--- config.mk ---
export PLATFORM = sky130hd
export DESIGN_NAME = uart_fifo_ctrl
export DESIGN_NICKNAME = d
export VERILOG_FILES = /design/src/rtl/uart_fifo_ctrl.sv
export SDC_FILE = /design/constraint.sdc
export NUM_CORES = 1
export LEC_CHECK = 0
export BUFFER_PORTS_ARGS = -buffer_cell sky130_fd_sc_hd__buf_2
export CAP_MARGIN = 30
export CELL_PAD_IN_SITES_DETAIL_PLACEMENT = 1
export CELL_PAD_IN_SITES_GLOBAL_PLACEMENT = 2
export CORE_UTILIZATION = 49
export DETAILED_ROUTE_END_ITERATION = 12
export PLACE_DENSITY_LB_ADDON = 0.1
export SKIP_CTS_REPAIR_TIMING = 1
export SYNTH_ARGS = -nofsm -noshare
export SYNTH_HDL_FRONTEND = slang
export SYNTH_SLANG_ARGS = --single-unit
--- constraint.sdc ---
create_clock -name clk -period 10.6 [get_ports clk]
set_clock_uncertainty 0.2 [all_clocks]
set_input_delay 1.06 -clock clk [delete_from_list [all_inputs] [get_ports clk]]
set_output_delay 1.06 -clock clk [all_outputs]
set_load 0.05 [all_outputs]
--- src/rtl/uart_fifo_ctrl.sv ---
// uart_fifo_ctrl
//   Register-mapped UART with TX/RX FIFOs, configurable character width,
//   optional parity, one or two stop bits, sticky error flags and a level
//   interrupt. All logic runs on the rising edge of clk.
//
// Parameters
//   DATA_BITS   character width, 5..9
//   FIFO_DEPTH  entries per FIFO, power of two, >= 2
//
// Ports
//   clk         system clock
//   rst_n       asynchronous active-low reset
//   address     register select (0 BAUD_DIV, 1 CTRL, 2 TX_DATA, 3 RX_DATA,
//               4 STATUS, 5 LEVELS, 6/7 reserved)
//   write_data  write payload, sampled when we=1
//   we, re      single-cycle write / read strobes
//   read_data   registered read data, valid the edge after re
//   tx          serial output, idle high
//   rx          serial input, asynchronous
//   irq         level interrupt
module uart_fifo_ctrl #(
    parameter int DATA_BITS  = 8,
    parameter int FIFO_DEPTH = 16
) (
    input  logic        clk,
    input  logic        rst_n,
    input  logic [2:0]  address,
    input  logic [31:0] write_data,
    input  logic        we,
    input  logic        re,
    output logic [31:0] read_data,
    output logic        tx,
    input  logic        rx,
    output logic        irq
);

    localparam int AW = $clog2(FIFO_DEPTH);
    localparam int CW = AW + 1;
    localparam logic [3:0] BIT_LAST = 4'(DATA_BITS - 1);

    typedef enum logic [2:0] {
        S_IDLE, S_START, S_DATA, S_PARITY, S_STOP
    } state_e;

    // Configuration and sticky flags
    logic [15:0] baud_div_q, baud_div_d;
    logic        tx_en_q, tx_en_d, rx_en_q, rx_en_d, par_en_q, par_en_d;
    logic        par_odd_q, par_odd_d, stop2_q, stop2_d, rx_ie_q, rx_ie_d, tx_ie_q, tx_ie_d;
    logic        tx_ovf_q, tx_ovf_d, rx_ovr_q, rx_ovr_d, par_err_q, par_err_d, frm_err_q, frm_err_d;
    logic [31:0] read_data_q, read_data_d, rd_mux;

    // FIFOs
    logic [DATA_BITS-1:0] tx_mem [FIFO_DEPTH];
    logic [DATA_BITS-1:0] rx_mem [FIFO_DEPTH];
    logic [AW-1:0] tx_wp_q, tx_wp_d, tx_rp_q, tx_rp_d, rx_wp_q, rx_wp_d, rx_rp_q, rx_rp_d;
    logic [CW-1:0] tx_cnt_q, tx_cnt_d, rx_cnt_q, rx_cnt_d;
    logic tx_empty, tx_full, rx_empty, rx_full;
    logic tx_push, tx_push_ok, tx_pop, rx_push_ok, rx_pop_ok, tx_flush, rx_flush;

    // TX engine
    state_e               tx_state_q, tx_state_d;
    logic [15:0]          tx_bcnt_q, tx_bcnt_d;
    logic [3:0]           tx_bit_q, tx_bit_d;
    logic [DATA_BITS-1:0] tx_shift_q, tx_shift_d;
    logic                 tx_par_q, tx_par_d, tx_stop2nd_q, tx_stop2nd_d;
    logic                 tx_q, tx_d, tx_busy, tx_load;

    // RX engine
    state_e               rx_state_q, rx_state_d;
    logic [15:0]          rx_bcnt_q, rx_bcnt_d;
    logic [3:0]           rx_bit_q, rx_bit_d;
    logic [DATA_BITS-1:0] rx_shift_q, rx_shift_d;
    logic                 rx_s1_q, rx_s2_q, rx_prev_q;
    logic                 rx_push_q, rx_push_d, rx_par_set, rx_frm_set;

    logic        wr_baud, wr_ctrl, wr_stat, rd_rx;
    logic [15:0] div_eff;
    logic        unused_wdata;

    assign unused_wdata = ^write_data[31:16];

    assign wr_baud  = we && (address == 3'd0);
    assign wr_ctrl  = we && (address == 3'd1);
    assign tx_push  = we && (address == 3'd2);
    assign wr_stat  = we && (address == 3'd4);
    assign rd_rx    = re && (address == 3'd3);
    assign tx_flush = wr_ctrl && write_data[5];
    assign rx_flush = wr_ctrl && write_data[6];

    // Divisors below 3 leave too few cycles for the half-bit RX alignment.
    assign div_eff = (baud_div_q < 16'd3) ? 16'd3 : baud_div_q;

    assign tx_empty = (tx_cnt_q == '0);
    assign tx_full  = (tx_cnt_q == CW'(FIFO_DEPTH));
    assign rx_empty = (rx_cnt_q == '0);
    assign rx_full  = (rx_cnt_q == CW'(FIFO_DEPTH));

    // Full/empty come from the pre-edge count, so a push into a full FIFO
    // is dropped even when a pop happens in the same cycle.
    assign tx_push_ok = tx_push && !tx_full;
    assign rx_push_ok = rx_push_q && !rx_full;
    assign rx_pop_ok  = rd_rx && !rx_empty;

    assign tx_busy   = (tx_state_q != S_IDLE);
    assign tx        = tx_q;
    assign read_data = read_data_q;
    assign irq       = (rx_ie_q & ~rx_empty) | (tx_ie_q & tx_empty & ~tx_busy);

    always_comb begin
        baud_div_d = baud_div_q;
        tx_en_d    = tx_en_q;
        rx_en_d    = rx_en_q;
        par_en_d   = par_en_q;
        par_odd_d  = par_odd_q;
        stop2_d    = stop2_q;
        rx_ie_d    = rx_ie_q;
        tx_ie_d    = tx_ie_q;
        if (wr_baud) begin
            baud_div_d = write_data[15:0];
        end
        if (wr_ctrl) begin
            tx_en_d   = write_data[0];
            rx_en_d   = write_data[1];
            par_en_d  = write_data[2];
            par_odd_d = write_data[3];
            stop2_d   = write_data[4];
            rx_ie_d   = write_data[7];
            tx_ie_d   = write_data[8];
        end
        // A new error event wins over a simultaneous write-one-to-clear.
        tx_ovf_d  = (tx_ovf_q  & ~(wr_stat & write_data[5])) | (tx_push & tx_full);
        rx_ovr_d  = (rx_ovr_q  & ~(wr_stat & write_data[6])) | (rx_push_q & rx_full);
        par_err_d = (par_err_q & ~(wr_stat & write_data[7])) | rx_par_set;
        frm_err_d = (frm_err_q & ~(wr_stat & write_data[8])) | rx_frm_set;
    end

    always_comb begin
        tx_wp_d  = tx_wp_q;
        tx_rp_d  = tx_rp_q;
        tx_cnt_d = tx_cnt_q + CW'(tx_push_ok) - CW'(tx_pop);
        rx_wp_d  = rx_wp_q;
        rx_rp_d  = rx_rp_q;
        rx_cnt_d = rx_cnt_q + CW'(rx_push_ok) - CW'(rx_pop_ok);
        if (tx_push_ok) tx_wp_d = tx_wp_q + 1'b1;
        if (tx_pop)     tx_rp_d = tx_rp_q + 1'b1;
        if (rx_push_ok) rx_wp_d = rx_wp_q + 1'b1;
        if (rx_pop_ok)  rx_rp_d = rx_rp_q + 1'b1;
        if (tx_flush) begin
            tx_wp_d  = '0;
            tx_rp_d  = '0;
            tx_cnt_d = '0;
        end
        if (rx_flush) begin
            rx_wp_d  = '0;
            rx_rp_d  = '0;
            rx_cnt_d = '0;
        end
    end

    always_comb begin
        rd_mux = '0;
        case (address)
            3'd0: rd_mux = {16'd0, baud_div_q};
            3'd1: rd_mux = {23'd0, tx_ie_q, rx_ie_q, 2'b00, stop2_q, par_odd_q,
                            par_en_q, rx_en_q, tx_en_q};
            3'd3: if (!rx_empty) rd_mux = 32'(rx_mem[rx_rp_q]);
            3'd4: rd_mux = {23'd0, frm_err_q, par_err_q, rx_ovr_q, tx_ovf_q, tx_busy,
                            rx_full, rx_empty, tx_full, tx_empty};
            3'd5: rd_mux = {16'(rx_cnt_q), 16'(tx_cnt_q)};
            default: rd_mux = '0;
        endcase
        read_data_d = re ? rd_mux : read_data_q;
    end

    // TX: the pin is registered from the current state's line level, so the
    // start bit appears one edge after the pop that enters START.
    always_comb begin
        tx_state_d   = tx_state_q;
        tx_bcnt_d    = tx_bcnt_q;
        tx_bit_d     = tx_bit_q;
        tx_shift_d   = tx_shift_q;
        tx_par_d     = tx_par_q;
        tx_stop2nd_d = tx_stop2nd_q;
        tx_load      = 1'b0;
        tx_pop       = 1'b0;
        if (tx_state_q != S_IDLE && tx_bcnt_q != 16'd0) begin
            tx_bcnt_d = tx_bcnt_q - 16'd1;
        end
        case (tx_state_q)
            S_IDLE: tx_load = tx_en_q && !tx_empty;
            S_START: if (tx_bcnt_q == 16'd0) begin
                tx_state_d = S_DATA;
                tx_bit_d   = '0;
                tx_bcnt_d  = div_eff;
            end
            S_DATA: if (tx_bcnt_q == 16'd0) begin
                tx_shift_d = tx_shift_q >> 1;
                tx_bcnt_d  = div_eff;
                if (tx_bit_q == BIT_LAST) begin
                    tx_state_d   = par_en_q ? S_PARITY : S_STOP;
                    tx_stop2nd_d = 1'b0;
                end else begin
                    tx_bit_d = tx_bit_q + 4'd1;
                end
            end
            S_PARITY: if (tx_bcnt_q == 16'd0) begin
                tx_state_d   = S_STOP;
                tx_bcnt_d    = div_eff;
                tx_stop2nd_d = 1'b0;
            end
            S_STOP: if (tx_bcnt_q == 16'd0) begin
                if (stop2_q && !tx_stop2nd_q) begin
                    tx_stop2nd_d = 1'b1;
                    tx_bcnt_d    = div_eff;
                end else begin
                    tx_state_d = S_IDLE;
                    // Chain straight into the next frame with no idle gap.
                    tx_load    = tx_en_q && !tx_empty;
                end
            end
            default: tx_state_d = S_IDLE;
        endcase
        if (tx_load) begin
            tx_pop     = 1'b1;
            tx_state_d = S_START;
            tx_bcnt_d  = div_eff;
            tx_shift_d = tx_mem[tx_rp_q];
            tx_par_d   = (^tx_mem[tx_rp_q]) ^ par_odd_q;
        end
        case (tx_state_q)
            S_START:  tx_d = 1'b0;
            S_DATA:   tx_d = tx_shift_q[0];
            S_PARITY: tx_d = tx_par_q;
            default:  tx_d = 1'b1;
        endcase
    end

    // RX: falling edge -> half-bit wait to reach mid-start, then full-bit
    // sampling; the push is issued from a flop one cycle after the stop sample.
    always_comb begin
        rx_state_d = rx_state_q;
        rx_bcnt_d  = rx_bcnt_q;
        rx_bit_d   = rx_bit_q;
        rx_shift_d = rx_shift_q;
        rx_push_d  = 1'b0;
        rx_par_set = 1'b0;
        rx_frm_set = 1'b0;
        if (rx_state_q != S_IDLE && rx_bcnt_q != 16'd0) begin
            rx_bcnt_d = rx_bcnt_q - 16'd1;
        end
        if (!rx_en_q) begin
            rx_state_d = S_IDLE;
        end else begin
            case (rx_state_q)
                S_IDLE: if (rx_prev_q && !rx_s2_q) begin
                    rx_state_d = S_START;
                    rx_bcnt_d  = div_eff >> 1;
                end
                S_START: if (rx_bcnt_q == 16'd0) begin
                    if (rx_s2_q) begin
                        rx_state_d = S_IDLE;
                    end else begin
                        rx_state_d = S_DATA;
                        rx_bit_d   = '0;
                        rx_bcnt_d  = div_eff;
                    end
                end
                S_DATA: if (rx_bcnt_q == 16'd0) begin
                    rx_shift_d = {rx_s2_q, rx_shift_q[DATA_BITS-1:1]};
                    rx_bcnt_d  = div_eff;
                    if (rx_bit_q == BIT_LAST) begin
                        rx_state_d = par_en_q ? S_PARITY : S_STOP;
                    end else begin
                        rx_bit_d = rx_bit_q + 4'd1;
                    end
                end
                S_PARITY: if (rx_bcnt_q == 16'd0) begin
                    rx_par_set = (rx_s2_q != ((^rx_shift_q) ^ par_odd_q));
                    rx_state_d = S_STOP;
                    rx_bcnt_d  = div_eff;
                end
                S_STOP: if (rx_bcnt_q == 16'd0) begin
                    rx_state_d = S_IDLE;
                    rx_push_d  = rx_s2_q;
                    rx_frm_set = !rx_s2_q;
                end
                default: rx_state_d = S_IDLE;
            endcase
        end
    end

    always_ff @(posedge clk) begin
        if (tx_push_ok) tx_mem[tx_wp_q] <= write_data[DATA_BITS-1:0];
        if (rx_push_ok) rx_mem[rx_wp_q] <= rx_shift_q;
    end

    always_ff @(posedge clk or negedge rst_n) begin
        if (!rst_n) begin
            baud_div_q   <= '0;
            tx_en_q      <= 1'b0;
            rx_en_q      <= 1'b0;
            par_en_q     <= 1'b0;
            par_odd_q    <= 1'b0;
            stop2_q      <= 1'b0;
            rx_ie_q      <= 1'b0;
            tx_ie_q      <= 1'b0;
            tx_ovf_q     <= 1'b0;
            rx_ovr_q     <= 1'b0;
            par_err_q    <= 1'b0;
            frm_err_q    <= 1'b0;
            read_data_q  <= '0;
            tx_wp_q      <= '0;
            tx_rp_q      <= '0;
            tx_cnt_q     <= '0;
            rx_wp_q      <= '0;
            rx_rp_q      <= '0;
            rx_cnt_q     <= '0;
            tx_state_q   <= S_IDLE;
            tx_bcnt_q    <= '0;
            tx_bit_q     <= '0;
            tx_shift_q   <= '0;
            tx_par_q     <= 1'b0;
            tx_stop2nd_q <= 1'b0;
            tx_q         <= 1'b1;
            rx_state_q   <= S_IDLE;
            rx_bcnt_q    <= '0;
            rx_bit_q     <= '0;
            rx_shift_q   <= '0;
            rx_s1_q      <= 1'b1;
            rx_s2_q      <= 1'b1;
            rx_prev_q    <= 1'b1;
            rx_push_q    <= 1'b0;
        end else begin
            baud_div_q   <= baud_div_d;
            tx_en_q      <= tx_en_d;
            rx_en_q      <= rx_en_d;
            par_en_q     <= par_en_d;
            par_odd_q    <= par_odd_d;
            stop2_q      <= stop2_d;
            rx_ie_q      <= rx_ie_d;
            tx_ie_q      <= tx_ie_d;
            tx_ovf_q     <= tx_ovf_d;
            rx_ovr_q     <= rx_ovr_d;
            par_err_q    <= par_err_d;
            frm_err_q    <= frm_err_d;
            read_data_q  <= read_data_d;
            tx_wp_q      <= tx_wp_d;
            tx_rp_q      <= tx_rp_d;
            tx_cnt_q     <= tx_cnt_d;
            rx_wp_q      <= rx_wp_d;
            rx_rp_q      <= rx_rp_d;
            rx_cnt_q     <= rx_cnt_d;
            tx_state_q   <= tx_state_d;
            tx_bcnt_q    <= tx_bcnt_d;
            tx_bit_q     <= tx_bit_d;
            tx_shift_q   <= tx_shift_d;
            tx_par_q     <= tx_par_d;
            tx_stop2nd_q <= tx_stop2nd_d;
            tx_q         <= tx_d;
            rx_state_q   <= rx_state_d;
            rx_bcnt_q    <= rx_bcnt_d;
            rx_bit_q     <= rx_bit_d;
            rx_shift_q   <= rx_shift_d;
            rx_s1_q      <= rx;
            rx_s2_q      <= rx_s1_q;
            rx_prev_q    <= rx_s2_q;
            rx_push_q    <= rx_push_d;
        end
    end

endmodule

### Yosys cells after proc, flatten, opt, wreduce, memory -nomap -nowiden

Memories as Yosys holds them, arrays and structs flattened.
Cells that the tools add are included.

| operators by class | value |
|---|---|
| add/subtract/negate cells | 12 |
| $mul | 0 |
| divide/modulo/power cells | 0 |
| $lt $le $gt $ge | 1 |
| equality and inequality tests | 42 |
| shift operators | 0 |
| multiplexer cells | 80 |
| bitwise gates (word level) | 26 |
| reductions and logical operators | 52 |

Operator list:

| cell | number |
|---|---|
| 2-to-1 mux 16 bit | 12 |
| one-hot mux 21 bit (5 select lines) | 1 |
| 2-to-1 mux 4 bit | 15 |
| one-hot mux 16 bit (3 select lines) | 1 |
| 2-to-1 mux 3 bit | 15 |
| inequality test 3 bit (second input constant) | 12 |
| zero test 16 bit | 2 |
| 2-to-1 mux 8 bit | 4 |
| one-hot mux 16 bit (2 select lines) | 1 |
| nonzero test 16 bit | 2 |
| subtractor 16 x 1 -> 16 bit (second input constant) | 2 |
| one-hot mux 3 bit (5 select lines) | 2 |
| adder 4 x 1 -> 4 bit (second input constant) | 6 |
| inequality test 2 bit (second input constant) | 12 |
| 2-to-1 mux 1 bit | 21 |
| equality test 3 x 2 -> 1 bit (second input constant) | 6 |
| AND reduction 6 bit | 3 |
| less-than comparator 16 x 2 -> 1 bit (second input constant) | 1 |
| one-hot mux 4 bit (2 select lines) | 2 |
| nonzero test 2 bit | 8 |
| XOR reduction 8 bit | 2 |
| logical AND 1 bit | 15 |
| AND 1 bit | 13 |
| equality test 3 bit (second input constant) | 4 |
| 23 further kinds | 51 |

| storage, ports and cells | value |
|---|---|
| flip-flop bits (word level) | 154 |
| bits in latches | 0 |
| RAM bits | 256 |
| ROM bits | 0 |
| input port bits | 40 |
| output and inout port bits | 34 |
| word-level logic and storage cells | 249 |
| memories | 2 |

Memory list:

| name | depth | width | read ports | clocked after memory_dff | wr ports | line | RTL |
|---|---|---|---|---|---|---|---|
| rx_mem | 16 | 8 | 1 | 0 | 1 | 54 | `logic [DATA_BITS-1:0] rx_mem [FIFO_DEPTH];` |
| tx_mem | 16 | 8 | 1 | 0 | 1 | 53 | `logic [DATA_BITS-1:0] tx_mem [FIFO_DEPTH];` |

### Logic depth before layout (Yosys ltp)

Gate-level depths: netlist of the first run.

| logic depth | value |
|---|---|
| depth in word-level cells | 9 |
| gate-level depth with buffers | 17 |
| depth with buffers taken out | 16 |

### Least setup slack after synthesis of the first run

No wires, ideal clock.

| timing | value |
|---|---|
| path type | input port to flip-flop |
| start point | input address[1] |
| end point | register tx_cnt_q[4] |
| setup time | 0.077 ns |
| data arrival time | 3.731 ns |
| data required time | 10.323 ns |
| setup slack | 6.592 ns |
| stages on the path | 13 |
| cell sequence | clkbuf_1 inv_2 nor4_1 or2_2 nand2_1 ha_1 inv_1 fa_1 inv_1 a21oi_1 nor2_1 or3_1 a21oi_1 |

| on the way | value |
|---|---|
| longest elaborated chain between the ends | 6 |

RTL lines:

| what | line | RTL |
|---|---|---|
| start: declaration | 27 | `input logic [2:0] address,` |
| equality test 3 x 2 -> 1 bit | 84 | `assign tx_push = we && (address == 3'd2);` |
| logical AND 1 bit | 84 |  |
| logical AND 1 bit | 100 | `assign tx_push_ok = tx_push && !tx_full;` |
| adder 5 x 1 -> 5 bit | 140 | `tx_cnt_d = tx_cnt_q + CW'(tx_push_ok) - CW'(tx_pop);` |
| subtractor 5 x 1 -> 5 bit | 140 |  |
| 2-to-1 mux 5 bit (*) | 148 | `if (tx_flush) begin` |
| net tx_cnt_d[4] | 56 | `logic [CW-1:0] tx_cnt_q, tx_cnt_d, rx_cnt_q, rx_cnt_d;` |
| end signal: assignment | 349 | `tx_cnt_q <= tx_cnt_d;` |
| end: declaration | 56 |  |

The timed path passes the listed nets; every way through them passes the cells marked *.
A chain may end at the register's enable or synchronous reset.

### Worst setup path in the final report of the first run

| timing | value |
|---|---|
| start point | register tx_bcnt_q[0] |
| end point | register tx_cnt_q[4] |

| on the way | value |
|---|---|
| longest elaborated chain between the ends | 6 |

RTL lines:

| what | line | RTL |
|---|---|---|
| start: declaration | 62 | `logic [15:0] tx_bcnt_q, tx_bcnt_d;` |
| start signal: assignment | 354 | `tx_bcnt_q <= tx_bcnt_d;` |
| zero test 16 bit | 211 | `S_STOP: if (tx_bcnt_q == 16'd0) begin` |
| 2-to-1 mux 1 bit | 211 |  |
| one-hot mux 1 bit (2 select lines) | 189 | `case (tx_state_q)` |
| 2-to-1 mux 1 bit | 223 | `if (tx_load) begin` |
| subtractor 5 x 1 -> 5 bit | 140 |  |
| 2-to-1 mux 5 bit | 148 |  |
| net tx_cnt_d[4] | 56 |  |

The timed path passes the listed nets, and every way through them passes these cells.

==> impl_metrics.py, run 1 <==
metrics = {
    "run_status": {
        "run_status": "finished, final reports clean",
    },
    "cts": {
        "cts.sinks": 399,
        "htreeDepth": 2,
        "insertion_delay_ps": 560,
        "cts_tree": "done",
        "cts_max_path_buffers": 3,
        "clk_transition_reported_paths_ps": 60,
        "clockRootBuffer": "clkbuf_16",
        "inserted_clock_buffers": 43,
    },
    "setup_path": {
        "timing.critical_path.cells": "inv_1, ha_1, nor4b_1, nand4_1, o31ai_1, nand2_1, or2_2, nand2_1, ha_1, inv_1, fa_1, inv_1, a21oi_1, nor2_1, or3_1, a21oi_1",
        "timing.critical_path.mode_cell": "inv_1",
        "critical_path_buf_inv_count": 3,
        "max_stage_delay_ps": 770,
        "cp.required_ps": 10820,
        "timing.setup.critical_path_class": "register to register",
        "critical_path.top_delay_family": "simple AND/OR/NAND/NOR gates",
        "cp-start-kind": "register",
        "endpoint_kind": "register",
        "worst-path-max-fanout": 12,
        "slowest_stage_cell_cp": "o31ai_1",
        "cp_data_arrival_time_ps": 4800,
    },
    "routing": {
        "drtIter0Drc": 514,
        "detail_route.wirelength_um": 41700,
        "vias": 10208,
        "post-route-drc-count": 0,
        "post_drt_wl_per_cell_um": 24.1,
        "antenna_violating_nets_remaining": 0,
        "dr.pass1.iters": 4,
        "vias_per_cell": 5.90,
    },
    "synth": {
        "synthMostInstantiatedCell": "edfxtp_1",
        "number_of_synthesized_flops_with_an_enable_pin": 256,
        "syn_area_per_cell_um2": 14.9,
        "post_synth_inst_count": 1187,
        "synth_top_cells_by_count": "edfxtp_1 (256), dfrtp_1 (139), nor2_1 (74)",
        "postSynth.topFlopCell": "edfxtp_1",
        "post_synth_instance_area_mm2": 0.0177,
        "netlist-cell-type-count": 67,
        "synth_seq_area_share_pct": 63.7,
        "synthTopCellsByArea": "edfxtp_1 (43%), dfrtp_1 (20%), mux4_2 (7.6%), mux4_1 (2.5%), mux2_2 (2.0%)",
        "synth_top_area_share_pct": 43.5,
        "yosysWarnings": 0,
        "yosysTopAreaCell": "edfxtp_1",
        "ys_ff_latch": 399,
        "asyncSetResetFlopFracSynth_pct": 35.8,
    },
    "timing": {
        "final-setup-viol-count": 0,
        "final_critical_path_setup_slack_ps": 6020,
        "slew_headroom_pct": 31.7,
        "finalHoldViolCount": 0,
        "grt_setup_unrepaired": "false",
        "layout_worst_path_cycle_share_pct": 43.2,
        "slew_violations": 0,
        "max_freq_mhz": 218,
        "timing.setup.tns_ps": 0,
        "period_needed_ps": 4580,
        "worst_hold_slack_ps": 160,
        "worst-slew-pin-transition_ps": 1010,
    },
    "global_routing": {
        "first_global_vias": 10760,
        "grt_start_max_net_pins": 94,
        "globalRouteOverflowTotal": 0,
        "grt_pass1_wl_um": 65200,
        "track_usage_pct": 23.8,
        "initial_antenna_violation_count": 0,
    },
    "layout": {
        "num_antenna_cells": 0,
        "fin_nets": 1308,
        "area_growth_pct": 11.5,
        "final_layout_size_suffix_gt1_share_pct": 18.7,
    },
    "die": {
        "die_h_um": 192,
        "core-area_mm2": 0.0356,
        "dieArea_mm2": 0.0369,
        "row_count": 69,
        "start_util_pct": 49.7,
        "io-pin-count": 74,
        "dieWidth_um": 192,
    },
    "power_and_ir_drop": {
        "power.switching_fraction_pct": 30.1,
        "power_leakage_nw": 6.99,
        "switching_power_w": 0.00134,
        "power.density_mw_per_mm2": 226,
        "power.share.combinational_pct": 21.5,
        "cellInternalPower_w": 0.00311,
        "sequentialPowerShare_pct": 45.9,
        "max-vdd-ir-drop_uv": 183,
        "power.clock.fraction_pct": 32.6,
    },
    "hold_path": {
        "hold_path_class": "register to register",
    },
    "place": {
        "gp_routability_congestion": 0.775,
        "io_buffers": 46,
        "dpl.hpwl_um": 27600,
        "pre_cts_ws_ps": 6000,
    },
    "job": {
        "max_cap_viol_count": 0,
    },
}
[cell type report]
cell class | count | area [um^2]
Inverter | 52 | 195
Multi-Input combinational cell | 679 | 5930
Tap cell | 461 | 577
Fill cell | 3407 | 15900
Sequential cell | 399 | 11300
Clock buffer | 55 | 1150
Clock inverter | 21 | 203
Timing Repair Buffer | 64 | 390
[power by group through the flow]
stage                     combinational (W)  clock (W)  sequential [W]
after detailed placement           0.000961          0         0.00207
after floorplan                    0.000765          0         0.00198
after global routing                0.00105    0.00154         0.00207
final                              0.000955    0.00145         0.00204
after CTS                          0.000969    0.00148         0.00205
after global placement             0.000940          0         0.00207
[registers in the layout, summed over array words and instances (netlist names), 3 cells and up]
signal      count
rx_wp_q         4
rx_shift_q      8
read_data      21
rx_rp_q         4
tx_mem        128
tx_bit_q        4
rx_mem        128
rx_state_q      3
tx_rp_q         4
rx_cnt_q        5
rx_bit_q        4
tx_cnt_q        5
tx_shift_q      8
tx_wp_q         4
tx_state_q      3
rx_bcnt_q      16
tx_bcnt_q      16
baud_div_q     16
[cell families after synthesis]
family,after synthesis,share of synthesized area (%)
flip-flops,399,63.7
buffers and inverters,119,3.13
AND/OR/NAND/NOR,291,8.65
adder cells (fa/ha/maj),29,2.14
XOR/XNOR,60,3.25
other,1,0.0212
AO/OA/AOI/OAI,165,6.11
multiplexers,123,13.0
[final timing paths]
path | startpoint | end | slack [ps] | depth (start not counted)
setup reg to reg | tx_bcnt_q[0] | tx_cnt_q[4] | 6020 | 16
hold reg to reg | rx_s1_q | rx_s2_q | 160 | 0
min in group asynchronous | rst_n | tx_shift_q[3] | 320 | 2
setup / recovery | tx_bcnt_q[0] | tx_cnt_q[4] | 6020 | 16
max in group asynchronous | rst_n | read_data[18] | 8750 | 3
hold / removal | rx_s1_q | rx_s2_q | 160 | 0
[metrics by stage]
| step | cells | instance area [um^2] | util (%) | power, W |
|---|---|---|---|---|
| after floorplan | 1197 | 17700 | - | 0.00275 |
| after global placement | 1651 | 18300 | 51.5 | 0.00301 |
| after detailed placement | 1653 | 18300 | 51.5 | 0.00303 |
| final | 1731 | 19700 | 55.4 | 0.00445 |
| after CTS | 1729 | 19700 | 55.3 | 0.00450 |
| after global routing | 1731 | 19700 | 55.4 | 0.00466 |
[metal layers]
| metal | vias to the layer above | routed length (um) | track usage, % | part of all wire (%) |
|---|---|---|---|---|
| met4 | 0 | 832 | 6.72 | 2.0 |
| met5 | - | 0 | 0 | 0 |
| met1 | 5372 | 19400 | 33.9 | 47 |
| met3 | 58 | 1440 | 3.64 | 3.5 |
| met2 | 168 | 20000 | 38.1 | 48 |
| li1 | 4610 | - | - | - |
[placed cells by master (no fill, tap or decap), types with 6 or more instances in the layout]
cell | synthesis | routed
mux2_2 | 31 | 31
a21o_1 | 6 | 6
ha_1 | 27 | 27
buf_2 | 5 | 47
nor2_1 | 74 | 74
mux4_2 | 60 | 60
and3_1 | 14 | 14
inv_1 | 51 | 51
mux4_1 | 17 | 17
a211oi_1 | 7 | 7
nand3_1 | 16 | 16
clkinv_1 | 0 | 6
edfxtp_1 | 256 | 256
conb_1 | 1 | 11
and2_1 | 30 | 30
a22oi_1 | 24 | 24
xnor2_1 | 36 | 36
a221o_1 | 6 | 6
clkbuf_1 | 39 | 9
nor3_1 | 24 | 23
dfrtp_1 | 139 | 136
nor4b_1 | 8 | 7
nor4_1 | 14 | 13
clkbuf_16 | 0 | 43
nor2b_1 | 15 | 15
buf_4 | 12 | 14
o21ai_0 | 32 | 32
mux2i_1 | 15 | 15
nand2_1 | 54 | 54
clkinv_2 | 0 | 8
o22ai_1 | 23 | 23
xor2_1 | 20 | 20
a21oi_1 | 33 | 33
or3_1 | 6 | 6
Power figures use the tool's default switching activity.
==> run 2: changes to the inputs <==
Settings changed: ABC_AREA set to 1, CORE_UTILIZATION 49 to 41.
Clock period 10.6 ns to 4.55 ns, I/O delays scaled along.
==> impl_metrics.py, run 2 <==
metrics = {
    "layout": {
        "fin_nets": 1975,
        "most_frequent_cells_in_the_layout": "nand2_1 (355), edfxtp_1 (256), nor2_1 (246)",
        "final_layout_size_suffix_gt1_share_pct": 10.5,
        "area_growth_pct": 12.7,
        "layout_commonest_cell": "nand2_1",
        "num_antenna_cells": 0,
    },
    "setup_path": {
        "cp-start-kind": "register",
        "rr_endpoint": "tx_cnt_q[4]",
        "worst-path-max-fanout": 12,
        "endpoint_kind": "register",
        "r2r_setup_slack_ps": 960,
        "timing.critical_path.cells": "inv_1, ha_1, inv_1, nor3_2, nand3_4, o21ai_2, nand3_2, nor2_1, inv_1, nand2_1, ha_1, inv_1, fa_1, inv_1, nand2_1, a21oi_1, nor2_1, xor2_1, nor2_1",
        "slowest_stage_cell_cp": "fa_1",
        "timing.critical_path.mode_cell": "inv_1",
        "timing.setup.critical_path_class": "register to register",
        "worst_r2r_startpoint": "tx_bcnt_q[0]",
        "max_stage_delay_ps": 380,
        "cp.required_ps": 4790,
        "reg2reg_depth": 19,
        "cp_data_arrival_time_ps": 3840,
    },
    "timing": {
        "slew_violations": 0,
        "grt_setup_unrepaired": "false",
        "slew_headroom_pct": 30.3,
        "worst_hold_slack_ps": -13.6,
        "max_freq_mhz": 278,
        "period_needed_ps": 3590,
        "timing.setup.tns_ps": 0,
        "final-setup-viol-count": 0,
        "worst-slew-pin-transition_ps": 1040,
        "layout_worst_path_cycle_share_pct": 79.0,
        "finalHoldViolCount": 1,
    },
    "synth": {
        "ys_ff_latch": 399,
        "synth_seq_area_share_pct": 60.9,
        "number_of_synthesized_flops_with_an_enable_pin": 256,
        "syn_area_per_cell_um2": 9.99,
        "post_synth_instance_area_mm2": 0.0185,
        "yosysTopAreaCell": "edfxtp_1",
        "synthMostInstantiatedCell": "nand2_1",
        "yosysWarnings": 0,
        "synthTopCellsByArea": "edfxtp_1 (42%), dfrtp_1 (19%), nand2_1 (7.2%), nor2_1 (5.0%), o21ai_0 (4.2%)",
        "synth_top_cells_by_count": "nand2_1 (355), edfxtp_1 (256), nor2_1 (246)",
        "synth_top_area_share_pct": 41.6,
        "asyncSetResetFlopFracSynth_pct": 35.8,
        "post_synth_inst_count": 1852,
        "postSynth.topFlopCell": "edfxtp_1",
        "netlist-cell-type-count": 63,
    },
    "global_routing": {
        "globalRouteOverflowTotal": 0,
        "initial_antenna_violation_count": 1,
        "grt_pass1_wl_um": 80400,
        "track_usage_pct": 22.6,
        "first_global_vias": 13866,
        "grt_start_max_net_pins": 87,
    },
    "cts": {
        "htreeDepth": 2,
        "cts_tree": "done",
        "inserted_clock_buffers": 46,
        "clockRootBuffer": "clkbuf_16",
        "cts_max_path_buffers": 3,
        "cts.sinks": 399,
        "clk_transition_reported_paths_ps": 60,
        "insertion_delay_ps": 580,
    },
    "power_and_ir_drop": {
        "power.switching_fraction_pct": 38.0,
        "power.share.combinational_pct": 32.3,
        "max-vdd-ir-drop_uv": 293,
        "sequentialPowerShare_pct": 37.7,
        "cellInternalPower_w": 0.00766,
        "power.clock.fraction_pct": 30.0,
        "post-layout-total-power_w": 0.0123,
        "power_leakage_nw": 8.41,
        "power.density_mw_per_mm2": 592,
        "switching_power_w": 0.00469,
    },
    "run_status": {
        "run_status": "complete, but fails checks",
        "failed_checks": "hold timing",
    },
    "die": {
        "die_h_um": 214,
        "dieArea_mm2": 0.0460,
        "dieWidth_um": 214,
        "core-area_mm2": 0.0443,
        "start_util_pct": 41.7,
        "io-pin-count": 74,
        "row_count": 77,
    },
    "routing": {
        "detail_route.wirelength.met1_um": 24000,
        "post-route-drc-count": 0,
        "met2RoutedLength_um": 23900,
        "vias": 13249,
        "vias_per_cell": 5.23,
        "antenna_violating_nets_remaining": 0,
        "drtIter0Drc": 771,
        "detail_route.wirelength_um": 51200,
        "dr.max_layer_used": "met4",
        "post_drt_wl_per_cell_um": 20.2,
        "dr_wl_met3_um": 1790,
        "dr.pass1.iters": 5,
    },
    "hold_path": {
        "min_path_cells": 3,
        "worstHoldStart": "we",
        "hold_path_class": "input pin to register",
        "endpoint_worst_hold": "baud_div_q[1]",
    },
    "place": {
        "gp_routability_congestion": 0.818,
        "io_buffers": 46,
        "dpl.hpwl_um": 34600,
    },
    "job": {
        "max_cap_viol_count": 0,
    },
}
==> run 2: cells by family after synthesis <==
kind of cell / Yosys count / synth area share [%]
xor+xnor: 26 / 1.23
compound gates: 345 / 10.8
fa+ha+maj: 29 / 2.04
flops: 399 / 60.9
other cells: 1 / 0.0203
simple gates: 784 / 18.7
mux: 4 / 0.237
buf+inv: 264 / 6.05
==> run 2: per-layer routing <==
layer,track usage [%],vias up
li1,-,6408
met1,31.4,6568
met2,36.8,200
met3,2.96,73
met4,7.57,0
met5,0,-
==> run 2: power groups by stage <==
stage	sequential, W	combinational (W)	clock, W
2_1_floorplan	0.00465	0.00291	0
4_1_cts	0.00466	0.00405	0.00378
5_1_grt	0.00471	0.00455	0.00390
6_report	0.00466	0.00399	0.00370
3_3_place_gp	0.00471	0.00390	0
3_5_place_dp	0.00472	0.00402	0
==> run 2: worst max path at each step <==
stage | startpoint | endpoint | slack (ps) | cells past startpoint
floorplan | tx_bcnt_q[0] | tx_cnt_q[4] | 1430 | 20
global placement | tx_bcnt_q[0] | tx_cnt_q[4] | 1030 | 19
detailed placement | tx_bcnt_q[0] | tx_cnt_q[4] | 910 | 19
global route | tx_bcnt_q[0] | tx_cnt_q[4] | 590 | 19
finish | tx_bcnt_q[0] | tx_cnt_q[4] | 960 | 19
CTS | tx_bcnt_q[0] | tx_cnt_q[4] | 890 | 19
==> run 2: worst max-delay path, delay by kind of cell (launching register included) <==
kind / cells / cell delay [ps]
xor+xnor: 1 / 120
compound gates: 2 / 290
simple gates: 8 / 1270
fa+ha+maj: 3 / 740
buf+inv: 5 / 470
flops: 1 / 370
==> run 2: metrics by stage <==
stage,utilization (%),instances,hold slack (ps),area (um^2),worst slack [ps]
2_1_floorplan,-,1862,-40.6,18500,1430
6_report,47.1,2535,-13.6,20900,957
3_5_place_dp,43.4,2440,105,19300,907
5_1_grt,47.1,2535,1.26,20900,588
4_1_cts,46.8,2525,-525,20800,887
3_3_place_gp,43.4,2439,165,19200,1030
==> run 2: layout make-up <==
cell class | count | area [um^2]
Clock inverter | 21 | 225
Clock buffer | 64 | 1280
Multi-Input combinational cell | 1199 | 6150
Tap cell | 592 | 741
Inverter | 190 | 716
Timing Repair Buffer | 70 | 472
Sequential cell | 399 | 11300
Fill cell | 4928 | 23500
